### src/rtl/pwm_fade_channel.sv
// ============================================================================
// Module      : pwm_fade_channel
// Description : One LED channel PWM driver; duty updates (jump or one-LSB fade
//               steps) are applied only on PWM period boundaries.
// Revision    : 1.0
// ============================================================================
`default_nettype none

module pwm_fade_channel #(
    parameter int WIDTH        = 8,
    parameter int PRESCALE     = 4,
    parameter int FADE_PERIODS = 2
) (
    input  logic             clk,
    input  logic             rst_n,
    input  logic             enable,
    input  logic             fade_en,
    input  logic [WIDTH-1:0] target_duty,
    output logic             pwm_out,
    output logic [WIDTH-1:0] cur_duty,
    output logic             busy,
    output logic             period_start
);

    localparam int c_PRE_W  = (PRESCALE > 1) ? $clog2(PRESCALE) : 1;
    localparam int c_FADE_W = (FADE_PERIODS > 1) ? $clog2(FADE_PERIODS) : 1;

    localparam logic [c_PRE_W-1:0]  c_PRE_MAX  = c_PRE_W'(PRESCALE - 1);
    localparam logic [c_FADE_W-1:0] c_FADE_MAX = c_FADE_W'(FADE_PERIODS - 1);
    localparam logic [WIDTH-1:0]    c_CNT_MAX  = '1;

    localparam logic [1:0] c_ST_IDLE = 2'b00;
    localparam logic [1:0] c_ST_UP   = 2'b01;
    localparam logic [1:0] c_ST_DOWN = 2'b10;

    logic [c_PRE_W-1:0]  r_pre_cnt;
    logic [WIDTH-1:0]    r_pwm_cnt;
    logic [c_FADE_W-1:0] r_fade_cnt;
    logic [WIDTH-1:0]    r_cur_duty;
    logic [1:0]          r_state;
    logic                r_period_start;

    logic                w_tick;
    logic                w_boundary;
    logic                w_fade_last;
    logic [1:0]          w_nxt_state;
    logic [WIDTH-1:0]    w_nxt_cur;
    logic [c_FADE_W-1:0] w_nxt_fade;

    assign w_tick      = enable && (r_pre_cnt == c_PRE_MAX);
    assign w_boundary  = w_tick && (r_pwm_cnt == c_CNT_MAX);
    assign w_fade_last = (r_fade_cnt == c_FADE_MAX);

    // Timebase: held at zero while disabled so a re-enable starts a clean period.
    always_ff @(posedge clk or negedge rst_n) begin
        if (!rst_n) begin
            r_pre_cnt      <= '0;
            r_pwm_cnt      <= '0;
            r_period_start <= 1'b0;
        end else if (!enable) begin
            r_pre_cnt      <= '0;
            r_pwm_cnt      <= '0;
            r_period_start <= 1'b0;
        end else begin
            r_pre_cnt      <= (r_pre_cnt == c_PRE_MAX) ? '0 : r_pre_cnt + c_PRE_W'(1);
            if (w_tick) begin
                r_pwm_cnt <= r_pwm_cnt + WIDTH'(1);
            end
            r_period_start <= w_boundary;
        end
    end

    always_ff @(posedge clk or negedge rst_n) begin
        if (!rst_n) begin
            r_state    <= c_ST_IDLE;
            r_cur_duty <= '0;
            r_fade_cnt <= '0;
        end else begin
            r_state    <= w_nxt_state;
            r_cur_duty <= w_nxt_cur;
            r_fade_cnt <= enable ? w_nxt_fade : '0;
        end
    end

    always_comb begin
        w_nxt_state = r_state;
        w_nxt_cur   = r_cur_duty;
        w_nxt_fade  = r_fade_cnt;
        if (r_state != c_ST_IDLE && r_state != c_ST_UP && r_state != c_ST_DOWN) begin
            w_nxt_state = c_ST_IDLE;
        end else if (w_boundary) begin
            if (!fade_en) begin
                w_nxt_cur   = target_duty;
                w_nxt_state = c_ST_IDLE;
                w_nxt_fade  = '0;
            end else begin
                case (r_state)
                    c_ST_UP: begin
                        // A target at or below the current level reverses without stepping.
                        if (target_duty <= r_cur_duty) begin
                            w_nxt_state = (target_duty < r_cur_duty) ? c_ST_DOWN : c_ST_IDLE;
                            w_nxt_fade  = '0;
                        end else if (w_fade_last) begin
                            w_nxt_cur  = r_cur_duty + WIDTH'(1);
                            w_nxt_fade = '0;
                            if (r_cur_duty + WIDTH'(1) == target_duty) begin
                                w_nxt_state = c_ST_IDLE;
                            end
                        end else begin
                            w_nxt_fade = r_fade_cnt + c_FADE_W'(1);
                        end
                    end
                    c_ST_DOWN: begin
                        if (target_duty >= r_cur_duty) begin
                            w_nxt_state = (target_duty > r_cur_duty) ? c_ST_UP : c_ST_IDLE;
                            w_nxt_fade  = '0;
                        end else if (w_fade_last) begin
                            w_nxt_cur  = r_cur_duty - WIDTH'(1);
                            w_nxt_fade = '0;
                            if (r_cur_duty - WIDTH'(1) == target_duty) begin
                                w_nxt_state = c_ST_IDLE;
                            end
                        end else begin
                            w_nxt_fade = r_fade_cnt + c_FADE_W'(1);
                        end
                    end
                    default: begin
                        w_nxt_fade = '0;
                        if (target_duty > r_cur_duty) begin
                            w_nxt_state = c_ST_UP;
                        end else if (target_duty < r_cur_duty) begin
                            w_nxt_state = c_ST_DOWN;
                        end
                    end
                endcase
            end
        end
    end

    assign pwm_out      = enable && (r_pwm_cnt < r_cur_duty);
    assign cur_duty     = r_cur_duty;
    assign busy         = (r_state != c_ST_IDLE);
    assign period_start = r_period_start;

endmodule

`default_nettype wire

### config.mk
export PLATFORM = sky130hd
export DESIGN_NAME = pwm_fade_channel
export DESIGN_NICKNAME = d
export VERILOG_FILES = /design/src/rtl/pwm_fade_channel.sv
export SDC_FILE = /design/constraint.sdc
export NUM_CORES = 1
export LEC_CHECK = 0
export ABC_CLOCK_PERIOD_IN_PS = 4010
export BUFFER_PORTS_ARGS = -buffer_cell sky130_fd_sc_hd__buf_2
export CORE_ASPECT_RATIO = 1.4
export CORE_UTILIZATION = 29
export CTS_BUF_LIST = sky130_fd_sc_hd__clkbuf_8
export DETAILED_ROUTE_END_ITERATION = 10
export SLEW_MARGIN = 20
export SYNTH_ARGS = -nofsm -noshare
export SYNTH_HDL_FRONTEND = slang
export SYNTH_SLANG_ARGS = --single-unit
### constraint.sdc
create_clock -name clk -period 4.01 [get_ports clk]
set_input_delay 0.6015 -clock clk [delete_from_list [all_inputs] [get_ports clk]]
set_output_delay 0.6015 -clock clk [all_outputs]
set_load 0.02 [all_outputs]
== Yosys cells after proc, flatten, opt, wreduce, memory -nomap -nowiden ==
Cells that the tools add are included.
Word-level totals
  word-level logic and storage cells: 81
  register bits: 22
  bits of input ports: 12
  output and inout bits: 11
Operators by class
  bitwise logic cells: 1
  multiplexer cells: 33
  reductions and logical operators: 10
  equal/unequal tests: 21
  add/sub/neg operators: 5
  order comparisons: 5
Operators by type and width (count)
  two-way mux 8 bit: 7
  two-way mux 2 bit: 14
  != test 5 bit, second input constant: 4
  adder 8 x 1 -> 8 bit, second input constant: 2
  == test 8 bit: 2
  less-than comparator 8 bit: 2
  case mux 8 bit (2 select lines): 1
  != test 3 bit, second input constant: 4
  two-way mux 1 bit: 9
  == test 8 bit, second input constant: 1
  greater-or-equal comparator 8 bit: 1
  > comparator 8 bit: 1
  less-or-equal comparator 8 bit: 1
  subtractor 8 x 1 -> 8 bit, second input constant: 1
  AND reduction 7 bit: 1
  != test 2 x 1 -> 1 bit, second input constant: 3
  != test 6 x 1 -> 1 bit, second input constant: 1
  AND reduction 6 bit: 1
  logical AND 1 bit: 5
  == test 2 bit, second input constant: 2
  != test 2 bit, second input constant: 2
  case mux 2 bit (2 select lines): 1
  nonzero test 2 bit: 2
  != test 3 x 1 -> 1 bit, second input constant: 1
  other kinds (6): 6

== Logic depth before layout (Yosys ltp) ==
  depth after elaboration: 9
  depth in mapped cells: 11
  gate-level depth less buffers: 9

== Least setup slack after synthesis ==
No wires, ideal clock.
  kind: reg2reg
  start point: reg r_cur_duty[7], in the netlist cur_duty[7]
  end point: reg r_cur_duty[1], in the netlist cur_duty[1]
  data required time: 3927 ps
  library setup time: 83 ps
  setup slack: 1011 ps
  buffers on the path: 2
  stages on the path, launching flop included: 11
  period minus slack after synthesis: 2999 ps
  arrival time: 2917 ps
  cell sequence: dfrtp_1 > clkdlybuf4s50_2 > inv_1 > ha_1 > nand4_1 > a21o_1 > a211o_1 > a311oi_1 > buf_2 > o211ai_1 > o21ai_0
On the way
  word-level cells in the longest chain between the ends: 3
  elaborated cells between the ends (all ways): 5
  those cells by class: order compare: 2; eq/ne: 2; reduce/logical: 1
Ends and longest elaborated chain
  from (decl): RTL line 39  | logic [WIDTH-1:0] r_cur_duty;
  from (signal assigned): RTL line 80  | r_cur_duty <= w_nxt_cur;
  greater-or-equal comparator 8 bit / less-or-equal comparator 8 bit (equally long branches): RTL line 114, 100
  != test 3 bit (no source line)
  AND reduction 7 bit (no source line) (*)
Mark *: on every way between the ends. The rest lies on a longest branch, timed or not.
A chain may end at the register's enable or synchronous reset.

== Final worst setup path ==
  start point: reg r_cur_duty[1], in the netlist cur_duty[1]
  end point: out pwm_out
On the way
  word-level cells in the longest chain between the ends: 2
Ends and longest elaborated chain
  less-than comparator 8 bit: RTL line 140  | assign pwm_out = enable && (r_pwm_cnt < r_cur_duty);
  logical AND 1 bit: RTL line 140
  to (decl): RTL line 19  | output logic pwm_out,
No other way between the ends.

==> impl_metrics.csv <==
group,metric,value,unit
timing,period_needed,3.03,ns
logic_synthesis,synth_area,2210,sq um
routing,drc,0,
global_routing,grt_pass1_vias,1906,
power,peakVddDrop,0.000219,V
global_routing,grt-ovfl-total,0,
global_routing,grt_antenna_before_repair,0,
worst_setup_path,critical_path_arrival,2.43,ns
clock_tree,clkTransAtPathRegs,0.10,ns
power,p_clk_frac,0.434,
logic_synthesis,yosysTopAreaCell,"dfrtp_1",
global_routing,grt_pass1_wl,8.89,mm
place,dp_hpwl,4.06,mm
timing,rsz0062_at_grt,"false",
logic_synthesis,async_reset_ff_frac,1.00,
global_routing,track_usage,0.146,
clock_tree,post-cts-setup-buffers,0,
worst_setup_path,r2r_slack,1.30,ns
die,dieArea,7980,sq um
power,pwr-share-seq,0.447,
cells_and_area,drive_gt1_frac,0.143,
timing,fin_skew,0.00869,ns
routing,ant_nets,0,
place,gp_congestion,0.866,
routing,via_per_inst,5.29,
routing,wire_per_inst,14.7,um
die,num_io_pins,23,
worst_setup_path,required,3.41,ns
logic_synthesis,synth_flop_cell,"dfrtp_1",
worst_setup_path,crit_start,"cur_duty[1]",
timing,fin_setup_tns,0,ns
die,core,7360,sq um
logic_synthesis,yosysSeqAreaShare,0.249,
place,io_buffers,22,
clock_tree,cts_root_buf,"clkbuf_8",
worst_setup_path,slowest_delay,0.50,ns
cells_and_area,fillers,779,
worst_setup_path,cp_common_cell,"a21o_1",
clock_tree,clkLatencyLatePin,0.28,ns
logic_synthesis,synth_nets,291,
clock_tree,cts_tree,"yes",
power,pwr-share-comb,0.118,
die,initial_core_util,0.300,
place,place_ws,1.29,ns
routing,wl,5.32,mm
cells_and_area,fin_nets,301,
die,die-height,105,um
timing,finalCritPeriodShare,0.755,
power,internal_power,381,uW
power,p_switching,127,uW
worst_setup_path,crit_family,"compound AO/OA/AOI/OAI gates",
logic_synthesis,synth_edf_count,0,
worst_hold_path,min_path_type,"primary input to async pin",
routing,drt_iter0_markers,75,
worst_setup_path,cp-start-kind,"register",
timing,worstMarginPinSlew,0.666,ns
routing,via_count,1916,
timing,maxSlewHeadroom,0.556,
logic_synthesis,ys_ff_latch,22,
timing,setup_ws,0.982,ns
worst_setup_path,path_buf_inv,2,
clock_tree,cts_hold_buf,0,
cells_and_area,area_growth,8.38,%
worst_setup_path,endpoint_kind,"primary output",
worst_setup_path,r2r_end,"r_state[1]",
logic_synthesis,yosysMostFrequentCell,"nand2_1",
worst_setup_path,cp_max_fo,9,
clock_tree,clock_path_buffers,2,
logic_synthesis,yosysUniqueCellTypes,55,
worst_setup_path,r2r_cells,9,
power,p_sw_frac,0.250,
worst_setup_path,path_class,"register to primary output",
logic_synthesis,netlist_instances,256,
flow_run,maxCapViolations,0,
die,die_x,75.8,um
cells_and_area,antenna-diode-count,0,
clock_tree,cts_buffers,3,
clock_tree,cts_resized,0,
logic_synthesis,yosysTopAreaCellShare,0.249,
global_routing,grt_max_degree,25,
timing,fmax,0.330,GHz
logic_synthesis,avgSynthCellArea,8.63,sq um
die,row_count,37,
timing,maxSlewViolCount,0,
timing,finalSetupViolCount,0,
power,total_power,508,uW
worst_setup_path,cp_slowest_cell,"dfrtp_1",
power,leakage,0.00107,uW
routing,dr.pass1.iters,4,
worst_setup_path,crit_chain,"inv_1, ha_1, a21o_1, a21o_1, a21o_1, a21o_1, a21o_1, a31oi_1, buf_2",
clock_tree,cts_num_sinks,22,
clock_tree,h-tree-depth,1,
cells_and_area,utilization,0.325,
timing,hold_violations,0,
worst_setup_path,rr_startpoint,"cur_duty[6]",
worst_setup_path,crit_cells,9,
status,status,"completed",
worst_setup_path,cp-endpoint,"pwm_out",
logic_synthesis,synthTopCellsByCount,"nand2_1 (24), ha_1 (23), dfrtp_1 (22)",
logic_synthesis,synth_area_leaders,"dfrtp_1 (25%), ha_1 (13%), nand2_1 (4.1%), xnor2_1 (4.0%), xor2_1 (3.6%)",
power,power_density,212,nW/um^2
logic_synthesis,yosysWarningCount,0,
## routing by layer
layer  vias to the layer above  GRT usage  part of all wire
met1                       909      0.167              0.43
met5                         -          0                 0
met4                         0     0.0635             0.025
met2                        42      0.263              0.53
li1                        952          -                 -
met3                        13     0.0153             0.022
## kinds of logic after synthesis
| family | after synthesis | synth area share |
|---|---|---|
| AND/OR/NAND/NOR | 93 | 0.227 |
| AO/OA/AOI/OAI | 58 | 0.193 |
| buffers and inverters | 32 | 0.0832 |
| adder cells (fa/ha/maj) | 23 | 0.130 |
| flip-flops | 22 | 0.249 |
| XOR/XNOR | 19 | 0.0753 |
| multiplexers | 9 | 0.0425 |
## sequential cells by signal (all words and copies together), names as in the netlist
name          flops
cur_duty          8
period_start      1
r_fade_cnt        1
r_state           2
r_pre_cnt         2
r_pwm_cnt         8
## cell usage in the layout, fill, tap and decap left out, types with 2 or more instances in the layout
| cell | instances |
|---|---|
| buf_2 | 22 |
| mux2_1 | 2 |
| o22ai_1 | 2 |
| nor2_1 | 13 |
| a31oi_1 | 4 |
| nor3b_1 | 6 |
| xnor2_1 | 10 |
| or3_1 | 3 |
| o21ai_0 | 5 |
| o211ai_2 | 2 |
| nand2_1 | 24 |
| a21o_1 | 6 |
| a32oi_1 | 4 |
| a21oi_1 | 15 |
| nand2b_1 | 3 |
| a21boi_0 | 2 |
| xor2_1 | 9 |
| mux2i_1 | 6 |
| nand3b_1 | 2 |
| and2_1 | 9 |
| clkbuf_8 | 3 |
| dfrtp_1 | 22 |
| ha_1 | 23 |
| nand3_1 | 5 |
| nor2b_1 | 2 |
| o211ai_1 | 5 |
| inv_1 | 14 |
| nor3_1 | 6 |
| nand4_1 | 10 |
| nor4_1 | 3 |
## power by group through the flow
stage               clock (uW)  sequential (uW)  combinational [uW]
floorplan                    0              231                39.0
global placement             0              231                59.7
detailed placement           0              232                60.5
CTS                        230              227                60.9
global route               237              228                68.0
finish                     221              227                60.2
## stage by stage
step                std cells  area, sq um  hold WS [ns]
floorplan                 256         2210         0.306
global placement          358         2320         0.422
detailed placement        358         2320         0.431
CTS                       362         2390         0.320
global route              362         2390         0.345
finish                    362         2390         0.307
## area by class of cell
type / count / area [sq um] / area share
clock buffer: 3 / 41.3 / 0.0172
clock inverter: 1 / 30.0 / 0.0125
inverter: 14 / 52.6 / 0.0219
multi-input combinational: 202 / 1480 / 0.619
sequential: 22 / 551 / 0.230
tap: 97 / 121 / 0.0507
timing repair buffer: 23 / 118 / 0.0491
## worst reg2reg max path, delay by kind of cell (launching register included)
kind	cells	cell delay (ns)
fa+ha+maj	1	0.33
buf+inv	1	0.15
flops	1	0.52
simple gates	2	0.37
mux	2	0.61
compound gates	3	0.61
## worst min-delay path by stage
stage                      start      endpoint  cells past startpoint
global route               rst_n   cur_duty[4]                      1
global placement    r_pre_cnt[0]  r_pre_cnt[0]                      1
CTS                        rst_n  r_pwm_cnt[1]                      1
finish                     rst_n   cur_duty[4]                      1
detailed placement  r_pre_cnt[0]  r_pre_cnt[0]                      1
floorplan                  rst_n   cur_duty[0]                      0
No activity file was read; power rests on OpenSTA's default activity.
